--- src/rtl/crc_tx_pkg.sv ---
// Shared types and constants for the crc_tx serializer.
// USB CRC polynomials and the receiver residuals they leave behind.
package crc_tx_pkg;

  typedef enum logic [1:0] {
    IDLE = 2'd0,
    DATA = 2'd1,
    CRC  = 2'd2
  } state_t;

  localparam logic [15:0] CRC16_POLY     = 16'h8005;
  localparam logic [15:0] CRC16_RESIDUAL = 16'h800D;
  localparam logic [4:0]  CRC5_POLY      = 5'h05;
  localparam logic [4:0]  CRC5_RESIDUAL  = 5'h0C;

  // Index of the final bit to send from a byte; a short last byte ends early.
  function automatic logic [2:0] last_bit_idx(input logic last, input logic [2:0] nbits);
    return (last && (nbits != 3'd0)) ? (nbits - 3'd1) : 3'd7;
  endfunction

endpackage

--- src/rtl/crc_tx_lfsr.sv ---
// CRC shift register: accumulates over payload bits, then shifts itself out.
// Only the MSB leaves the block; it is both the feedback tap and the serial CRC bit.
module crc_tx_lfsr
  import crc_tx_pkg::*;
#(
  parameter int               NBITS      = 16,
  parameter logic [NBITS-1:0] POLYNOMIAL = CRC16_POLY
) (
  input  logic clk,
  input  logic n_rst,
  input  logic init,
  input  logic shift_data,
  input  logic data_bit,
  input  logic shift_out,
  output logic crc_msb
);

  logic [NBITS-1:0] r_crc;
  logic             w_flip;

  assign w_flip  = data_bit ^ r_crc[NBITS-1];
  assign crc_msb = r_crc[NBITS-1];

  always_ff @(posedge clk or negedge n_rst) begin
    if (!n_rst) begin
      r_crc <= '1;
    end else if (init) begin
      r_crc <= '1;
    end else if (shift_data) begin
      r_crc <= {r_crc[NBITS-2:0], 1'b0} ^ (w_flip ? POLYNOMIAL : '0);
    end else if (shift_out) begin
      r_crc <= {r_crc[NBITS-2:0], 1'b0};
    end
  end

endmodule

--- src/rtl/crc_tx.sv ---
// USB transmit CRC generator/serializer: payload LSB-first, then ~CRC MSB-first.
// Optional feature macro CRC_TX_ABORT_EN adds an `abort` input that drops the packet.
module crc_tx
  import crc_tx_pkg::*;
#(
  parameter int               NBITS      = 16,
  parameter logic [NBITS-1:0] POLYNOMIAL = CRC16_POLY
) (
  input  logic       clk,
  input  logic       n_rst,
`ifdef CRC_TX_ABORT_EN
  input  logic       abort,
`endif
  input  logic       bit_tick,
  input  logic [7:0] in_data,
  input  logic       in_last,
  input  logic [2:0] in_nbits,
  input  logic       in_valid,
  output logic       in_ready,
  output logic       tx_bit,
  output logic       tx_valid,
  output logic       done,
  output logic       underrun
);

  localparam int             CW       = $clog2(NBITS);
  localparam logic [CW-1:0]  CRC_LAST = CW'(NBITS - 1);

  state_t        r_state, w_next;
  logic [7:0]    r_shift;
  logic [2:0]    r_bitcnt, r_end_idx;
  logic          r_shift_last;
  logic          r_hold_vld, r_hold_last;
  logic [7:0]    r_hold_data;
  logic [2:0]    r_hold_nbits;
  logic          r_last_acc;
  logic [CW-1:0] r_crccnt;
  logic          r_done, r_underrun;

  logic w_abort, w_ready, w_byte_end, w_tx_bit, w_crc_msb;
  logic w_load_in, w_load_hold, w_hold_wr, w_advance;
  logic w_crc_init, w_crc_data, w_crc_out, w_set_done, w_set_und;

`ifdef CRC_TX_ABORT_EN
  assign w_abort = abort;
`else
  assign w_abort = 1'b0;
`endif

  assign w_byte_end = (r_bitcnt == r_end_idx);
  assign w_tx_bit   = (r_state == DATA) ? r_shift[0] :
                      (r_state == CRC)  ? ~w_crc_msb : 1'b0;

  assign in_ready = w_ready && !w_abort;
  assign tx_bit   = w_tx_bit;
  assign tx_valid = (r_state != IDLE);
  assign done     = r_done;
  assign underrun = r_underrun;

  always_ff @(posedge clk or negedge n_rst) begin
    if (!n_rst) r_state <= IDLE;
    else        r_state <= w_next;
  end

  always_comb begin
    w_next      = r_state;
    w_ready     = 1'b0;
    w_load_in   = 1'b0;
    w_load_hold = 1'b0;
    w_hold_wr   = 1'b0;
    w_advance   = 1'b0;
    w_crc_init  = 1'b0;
    w_crc_data  = 1'b0;
    w_crc_out   = 1'b0;
    w_set_done  = 1'b0;
    w_set_und   = 1'b0;
    case (r_state)
      IDLE: begin
        w_ready    = 1'b1;
        w_crc_init = 1'b1;
        if (in_valid) begin
          w_load_in = 1'b1;
          w_next    = DATA;
        end
      end
      DATA: begin
        w_ready = !r_hold_vld && !r_last_acc;
        if (bit_tick) begin
          w_crc_data = 1'b1;
          if (!w_byte_end)            w_advance   = 1'b1;
          else if (r_shift_last)      w_next      = CRC;
          else if (r_hold_vld)        w_load_hold = 1'b1;
          // a byte arriving exactly as the shifter empties bypasses the holding register
          else if (in_valid && w_ready) w_load_in = 1'b1;
          else begin
            w_next    = IDLE;
            w_set_und = 1'b1;
          end
        end
        if (in_valid && w_ready && !w_load_in) w_hold_wr = 1'b1;
      end
      CRC: begin
        if (bit_tick) begin
          w_crc_out = 1'b1;
          if (r_crccnt == CRC_LAST) begin
            w_next     = IDLE;
            w_set_done = 1'b1;
          end
        end
      end
      default: w_next = IDLE;
    endcase
    if (w_abort) begin
      w_next      = IDLE;
      w_load_in   = 1'b0;
      w_load_hold = 1'b0;
      w_hold_wr   = 1'b0;
      w_advance   = 1'b0;
      w_crc_data  = 1'b0;
      w_crc_out   = 1'b0;
      w_crc_init  = 1'b1;
      w_set_done  = 1'b0;
      w_set_und   = 1'b0;
    end
  end

  always_ff @(posedge clk or negedge n_rst) begin
    if (!n_rst) begin
      r_bitcnt     <= '0;
      r_end_idx    <= 3'd7;
      r_shift_last <= 1'b0;
      r_hold_vld   <= 1'b0;
      r_last_acc   <= 1'b0;
      r_crccnt     <= '0;
      r_done       <= 1'b0;
      r_underrun   <= 1'b0;
    end else begin
      r_done     <= w_set_done;
      r_underrun <= w_set_und;
      if (w_load_in) begin
        r_bitcnt     <= '0;
        r_end_idx    <= last_bit_idx(in_last, in_nbits);
        r_shift_last <= in_last;
      end else if (w_load_hold) begin
        r_bitcnt     <= '0;
        r_end_idx    <= last_bit_idx(r_hold_last, r_hold_nbits);
        r_shift_last <= r_hold_last;
      end else if (w_advance) begin
        r_bitcnt <= r_bitcnt + 3'd1;
      end
      if (w_abort)          r_hold_vld <= 1'b0;
      else if (w_hold_wr)   r_hold_vld <= 1'b1;
      else if (w_load_hold) r_hold_vld <= 1'b0;
      if (r_state == IDLE || w_abort)            r_last_acc <= w_load_in && in_last;
      else if ((w_hold_wr || w_load_in) && in_last) r_last_acc <= 1'b1;
      if (r_state != CRC) r_crccnt <= '0;
      else if (w_crc_out) r_crccnt <= r_crccnt + 1'b1;
    end
  end

  // payload bytes carry no reset; control state decides when they are meaningful
  always_ff @(posedge clk) begin
    if (w_load_in)        r_shift <= in_data;
    else if (w_load_hold) r_shift <= r_hold_data;
    else if (w_advance)   r_shift <= {1'b0, r_shift[7:1]};
    if (w_hold_wr) begin
      r_hold_data  <= in_data;
      r_hold_last  <= in_last;
      r_hold_nbits <= in_nbits;
    end
  end

  crc_tx_lfsr #(
    .NBITS      (NBITS),
    .POLYNOMIAL (POLYNOMIAL)
  ) u_lfsr (
    .clk        (clk),
    .n_rst      (n_rst),
    .init       (w_crc_init),
    .shift_data (w_crc_data),
    .data_bit   (w_tx_bit),
    .shift_out  (w_crc_out),
    .crc_msb    (w_crc_msb)
  );

endmodule

--- config.mk ---
export PLATFORM = sky130hd
export DESIGN_NAME = crc_tx
export DESIGN_NICKNAME = d
export VERILOG_FILES = /design/src/rtl/crc_tx_pkg.sv /design/src/rtl/crc_tx_lfsr.sv /design/src/rtl/crc_tx.sv
export SDC_FILE = /design/constraint.sdc
export NUM_CORES = 1
export LEC_CHECK = 0
export CORE_MARGIN = 3
export CORE_UTILIZATION = 45
export DETAILED_ROUTE_END_ITERATION = 16
export GPL_ROUTABILITY_DRIVEN = 0
export PLACE_DENSITY_LB_ADDON = 0.12
export RECOVER_POWER = 25
export SLEW_MARGIN = 20
export SYNTH_ARGS = -nofsm -noshare
export SYNTH_HDL_FRONTEND = slang
export SYNTH_HIERARCHICAL = 1
export SYNTH_SLANG_ARGS = --single-unit
--- constraint.sdc ---
create_clock -name clk -period 3.1 [get_ports clk]
set_clock_uncertainty 0.15 [all_clocks]
set_input_delay 0.465 -clock clk [delete_from_list [all_inputs] [get_ports clk]]
set_output_delay 0.465 -clock clk [all_outputs]
set_load 0.005 [all_outputs]
==> impl_metrics.tcl, run 1 <==
set metrics [dict create \
    grt_overflow 0 \
    setup_viol 0 \
    die_x_um 83.53 \
    clk_latency_ps 300 \
    firstDrtPassIters 4 \
    fp.dieArea_um2 6977 \
    mappedNetlistArea_um2 2705 \
    slew_viol_final 0 \
    regArea_um2 1450 \
    final_area_um2 3072 \
    grt_max_degree 28 \
    syn_area_per_cell_um2 11.22 \
    synth-seq-area-share_pct 53.61 \
    ctsResizeCount 0 \
    dr.first_iter.drc_count 100 \
    fmax_mhz 376.7 \
    fin_tns_setup_ps 0 \
    status "finished clean" \
    cts_sinks 53 \
    dp_hpwl_mm 3.371 \
    finalCritPeriodShare_pct 85.64 \
    synthToLayoutAreaGrowth_pct 13.55 \
    cp-start-kind "flip-flop" \
    ant_nets 0 \
    synth_ff_type "edfxtp_1" \
    peakVddDrop_v 0.0003325 \
    ioPinCount 21 \
    grt_antenna_before_repair 0 \
    cp-end-kind "output pin" \
    arrival_ps 2040 \
    gr-usage-all-layers_pct 14.03 \
    num_vias 1772 \
    yosysUniqueCellTypes 54 \
    synth-seq-cells 53 \
    hold_viol 0 \
    syn_inst 241 \
    cts_buffer_depth 2 \
    synth_area_leaders "edfxtp_1 22%, dfstp_2 18%, dfrtp_1 13%, nor2_1 4.2%, inv_1 3.9%" \
    htree_levels 2 \
    rsz0062_at_grt "false" \
    synth.largest_area_cell "edfxtp_1" \
    path_max_fanout 9 \
    p_leak_nw 1.268 \
    power-per-cell-area_nw_per_um2 869.5 \
    syn-num-nets 263 \
    die_h_um 83.53 \
    synth_top_area_share_pct 22.20 \
    synth-warning-count 6 \
    placed_area_um2 2952 \
    worst_pin_slew_ps 843.5 \
    ctsHoldBuffers 0 \
    maxCapViolations 0 \
    initial_utilization_pct 47.66 \
    nNetsFinal 288 \
    cts_setup_buffers 0 \
    yosys-top-cells-count "30 x nor2_1, 28 x inv_1, 20 x edfxtp_1, 19 x dfstp_2, 14 x dfrtp_1" \
    rows 27 \
    grt_pass1_wl_mm 7.962 \
    max_slew_margin_pct 43.58 \
    drc 0 \
    cts_root_buf "clkbuf_8" \
    period_needed_ps 2655 \
    io_buffers 20 \
    diodes 0 \
    routed_wl_mm 4.707 \
    wire_per_inst_um 13.88 \
    synth_most_common_cell "nor2_1" \
    drive_above_1_share_pct 24.72 \
    async_reset_ff_share_pct 62.26 \
    crit_required_ps 2480 \
    grt_pass1_vias 1704 \
    hold_class "flip-flop to flip-flop" \
    tritoncts "done" \
    synth-edff-count 20 \
    numCtsBuffers 5 \
    path_clk_slew_ps 90 \
    fillers 521 \
    drt-vias-per-instance 5.227 \
    setup.worst_path.class "flip-flop to output pin" \
    core_um2 5675 \
    multiInputGateArea_um2 1046 \
]
==> layer usage <==
layer  global-route usage [%]  vias to the layer above  share of wire [%]
met2                    22.01                       28                 46
met5                        0                        -                  0
met3                    3.159                        5                3.3
li1                         -                      897                  -
met1                    19.48                      842                 50
met4                    4.386                        0                1.1
==> through the flow <==
stage / power [mW] / util, % / std cells / hold slack (ps) / setup slack [ps]
after detailed placement: 2.214 / 52.01 / 331 / 323.7 / 380.7
after CTS: 2.704 / 54.12 / 339 / 338.8 / 411.2
after floorplan: 1.997 / - / 241 / 19.41 / 926.7
final: 2.671 / 54.12 / 339 / 335.3 / 445.2
after global routing: 2.873 / 54.12 / 339 / 377.9 / 333.2
after global placement: 2.188 / 52.01 / 331 / 317.5 / 408.1
==> power breakdown <==
group / internal [mW] / switching (mW)
combinational: 0.418 / 0.531
sequential: 1.07 / 0.162
clock: 0.272 / 0.216
total: 1.76 / 0.909
==> placed cells by master, fill, tap and decap left out, types with 2 or more instances in the layout <==
cell type / synthesis / final
inv_1: 28 / 28
or3_1: 2 / 2
clkdlybuf4s50_1: 0 / 6
a41oi_1: 2 / 2
a21oi_1: 7 / 7
nor2_2: 6 / 6
dlygate4sd3_1: 0 / 14
xnor2_1: 5 / 5
buf_4: 1 / 8
edfxtp_1: 20 / 20
a21oi_2: 12 / 12
nand3_1: 2 / 2
a22o_1: 2 / 2
mux2i_1: 2 / 2
o21ai_2: 2 / 2
clkbuf_8: 0 / 6
a221oi_1: 8 / 8
nor3_1: 13 / 13
dfstp_2: 19 / 19
nand2b_1: 3 / 3
nor2b_1: 4 / 4
a311oi_1: 3 / 3
o21bai_1: 2 / 2
ha_1: 6 / 6
nand2_1: 5 / 5
xor2_1: 3 / 3
o21ai_0: 4 / 4
o211ai_1: 2 / 2
or2_2: 2 / 2
nor2_1: 30 / 30
dfrtp_1: 14 / 14
==> worst paths after layout <==
kind / start / endpoint / slack, ps / cells past startpoint
max: r_state[0] / tx_bit / 450 / 3
min: u_lfsr/r_crc[0] / u_lfsr/r_crc[0] / 340 / 2
max reg2reg: r_bitcnt[1] / r_shift_last / 730 / 5
min reg2reg: u_lfsr/r_crc[0] / u_lfsr/r_crc[0] / 340 / 2
max in group asynchronous: n_rst / u_lfsr/r_crc[8] / 1530 / 2
min in group asynchronous: n_rst / r_crccnt[3] / 560 / 1
==> flip-flops by register name (all words and copies together), names as in the netlist <==
register and cells:
done 1, r_crccnt 4, r_shift_last 1, underrun 1
r_bitcnt 3, r_end_idx 3, r_hold_data 8, r_hold_nbits 3
r_hold_last 1, u_lfsr/r_crc 16, r_state 2, r_hold_vld 1
r_last_acc 1, r_shift 8
==> kinds of logic after synthesis <==
family,count (synthesis),share of synthesized area [%]
buffers and inverters,38,7.724
flip-flops,53,53.61
adder cells (fa/ha/maj),6,2.775
XOR/XNOR,9,3.192
AND/OR/NAND/NOR,77,14.76
AO/OA/AOI/OAI,55,16.79
multiplexers,3,1.156
==> critical path, stage by stage (launching register included) <==
cell and delay, ps:
dfrtp_1 470, nand2b_1 290, o21ai_0 410, clkdlybuf4s50_1 580
==> final cells by class <==
class	instances	share of cell area [%]
tap	72	2.933
timing repair buffer	28	8.473
clock inverter	1	0.9776
clock buffer	7	2.933
multi-input combinational	150	34.05
sequential	53	47.21
inverter	28	3.422
No activity file was read; power rests on OpenSTA's default activity.
==> run 2: changes to the inputs <==
--- a/config.mk
+++ b/config.mk
@@ -5,6 +5,7 @@
 export SDC_FILE = /design/constraint.sdc
 export NUM_CORES = 1
 export LEC_CHECK = 0
+export CAP_MARGIN = 15
 export CORE_MARGIN = 3
 export CORE_UTILIZATION = 45
 export DETAILED_ROUTE_END_ITERATION = 16
==> results of run 2 <==
Final layout, timing and power as in run 1 (identical DEF).
==> run 3: changes to the inputs <==
--- a/config.mk
+++ b/config.mk
@@ -6,13 +6,12 @@
 export NUM_CORES = 1
 export LEC_CHECK = 0
 export CAP_MARGIN = 15
-export CORE_MARGIN = 3
 export CORE_UTILIZATION = 45
 export DETAILED_ROUTE_END_ITERATION = 16
 export GPL_ROUTABILITY_DRIVEN = 0
 export PLACE_DENSITY_LB_ADDON = 0.12
 export RECOVER_POWER = 25
-export SLEW_MARGIN = 20
+export SLEW_MARGIN = 15
 export SYNTH_ARGS = -nofsm -noshare
 export SYNTH_HDL_FRONTEND = slang
 export SYNTH_HIERARCHICAL = 1
==> run 3 against run 2 <==
  * Highest routed layer unchanged
  * Critical path type unchanged
  * Global-route usage is 2.9 points higher
  * Utilization is 0.19 points higher
  * Non-clock buffer count stayed put
  * Critical endpoint unchanged
  * Clock power is 3% lower
  * Count of clock-buffer cells in the layout is 2 lower
  * Register-to-register slack better by 20 ps
==> impl_metrics.tcl, run 3 (same netlist as run 1, synthesis figures left out) <==
set metrics [dict create \
    min_to "u_lfsr/r_crc[0]" \
    cts_setup_buffers 0 \
    maxCapViolations 0 \
    drc 0 \
    ctsHoldBuffers 0 \
    hold_viol 0 \
    period_needed_ps 2648 \
    ioPinCount 21 \
    largest_registers "u_lfsr/r_crc: 16 flops, r_hold_data: 8 flops, r_shift: 8 flops" \
    path_clk_slew_ps 100 \
    rsz0062_at_grt "false" \
    min_from "u_lfsr/r_crc[0]" \
    power-per-cell-area_nw_per_um2 860.4 \
    dp_hpwl_mm 3.204 \
    reg2reg_slack_ps 750 \
    worst_pin_slew_ps 885.4 \
    io_buffers 20 \
    fin_tns_setup_ps 0 \
    htree_levels 2 \
    arrival_ps 2030 \
    r2r_end "r_shift_last" \
    nNetsFinal 288 \
    final_common_cell "nor2_1" \
    cp-end-kind "output pin" \
    fillers 513 \
    die_x_um 79.53 \
    rows 27 \
    p_leak_nw 1.260 \
    largest_register "u_lfsr/r_crc" \
    dr.first_iter.drc_count 92 \
    status "finished clean" \
    setup.worst_path.class "flip-flop to output pin" \
    diodes 0 \
    reg2reg_depth 5 \
    peakVddDrop_v 0.0003353 \
    num_vias 1755 \
    slew_viol_final 0 \
    worstHoldPathCells 2 \
    crit_required_ps 2480 \
    grt_antenna_before_repair 0 \
    drt-vias-per-instance 5.177 \
    largest_reg_flops 16 \
    grt_pass1_wl_mm 8.100 \
    drive_above_1_share_pct 24.34 \
    grt_max_degree 28 \
    cts_root_buf "clkbuf_8" \
    core_um2 5642 \
    ctsResizeCount 0 \
    max_slew_margin_pct 40.78 \
    hold_class "flip-flop to flip-flop" \
    placedCellCount 331 \
    tritoncts "done" \
    grt_pass1_vias 1752 \
    synthToLayoutAreaGrowth_pct 13.27 \
    wire_per_inst_um 13.22 \
    cp-start-kind "flip-flop" \
    fmax_mhz 377.7 \
    firstDrtPassIters 5 \
    routed_wl_mm 4.480 \
    cts_buffer_depth 2 \
    rr_startpoint "r_bitcnt[2]" \
    initial_utilization_pct 47.95 \
    cts_sinks 53 \
    finalPower_mw 2.637 \
    clk_latency_ps 310 \
    numCtsBuffers 5 \
    final_cell_mix "30 x nor2_1, 28 x inv_1, 20 x edfxtp_1" \
    die_h_um 79.53 \
    path_max_fanout 9 \
    finalCritPeriodShare_pct 85.41 \
    fp.dieArea_um2 6325 \
    grt_overflow 0 \
    setup_viol 0 \
    ant_nets 0 \
    gr-usage-all-layers_pct 16.90 \
    layout.cells.non_filler 339 \
]
==> run 3: cell count changes in the layout (fill, tap and decap cells not counted) <==
cell,before,now
clkbuf_4,1,0
clkbuf_8,6,5
clkinv_4,0,1
clkinvlp_4,0,1
nand2_1,5,6
nand2_2,1,0
==> run 3: worst max path at each step <==
stage	startpoint	end	slack, ps	depth (start not counted)
6_report	r_state[0]	tx_bit	450	3
4_1_cts	r_state[0]	tx_bit	410	3
2_1_floorplan	bit_tick	r_shift[0]	930	6
5_1_grt	r_state[0]	tx_bit	310	3
3_5_place_dp	bit_tick	r_shift[3]	400	6
3_3_place_gp	bit_tick	r_shift[7]	430	6
==> run 3: metrics by stage <==
stage / hold slack [ps] / setup slack, ps / util, % / area, µm²
2_1_floorplan: 19.41 / 926.7 / - / 2705
3_3_place_gp: 317.4 / 433.9 / 52.32 / 2952
3_5_place_dp: 323.6 / 398.0 / 52.32 / 2952
4_1_cts: 339.1 / 408.1 / 54.36 / 3067
5_1_grt: 355.1 / 314.1 / 54.31 / 3064
6_report: 333.0 / 452.2 / 54.31 / 3064
==> run 3: routing by layer <==
| layer | vias to the layer above | GRT usage [%] | share of wire, % |
|---|---|---|---|
| met5 | - | 0 | 0 |
| met4 | 0 | 7.091 | 1.6 |
| met3 | 5 | 3.886 | 3.9 |
| met2 | 36 | 25.90 | 45 |
| met1 | 808 | 22.90 | 49 |
| li1 | 906 | - | - |
==> run 3: report_power, final <==
part | internal [mW] | total (mW) | switching, mW
registers | 1.07 | 1.23 | 0.156
clock network | 0.242 | 0.474 | 0.232
logic | 0.416 | 0.936 | 0.520
==> run 3: worst max-delay path, cell delays in order, from the launching register on <==
cell and delay [ps]:
dfrtp_1 460, nand2b_1 280, o21ai_0 400, clkdlybuf4s50_1 580
==> run 3: cell type report <==
| type | count | area [µm²] | share of cell area [%] |
|---|---|---|---|
| Inverter | 28 | 105.1 | 3.430 |
| Clock buffer | 5 | 68.82 | 2.246 |
| Sequential cell | 53 | 1450 | 47.33 |
| Clock inverter | 3 | 46.29 | 1.511 |
| Timing Repair Buffer | 28 | 260.3 | 8.493 |
| Multi-Input combinational cell | 150 | 1044 | 34.05 |
| Tap cell | 72 | 90.09 | 2.940 |
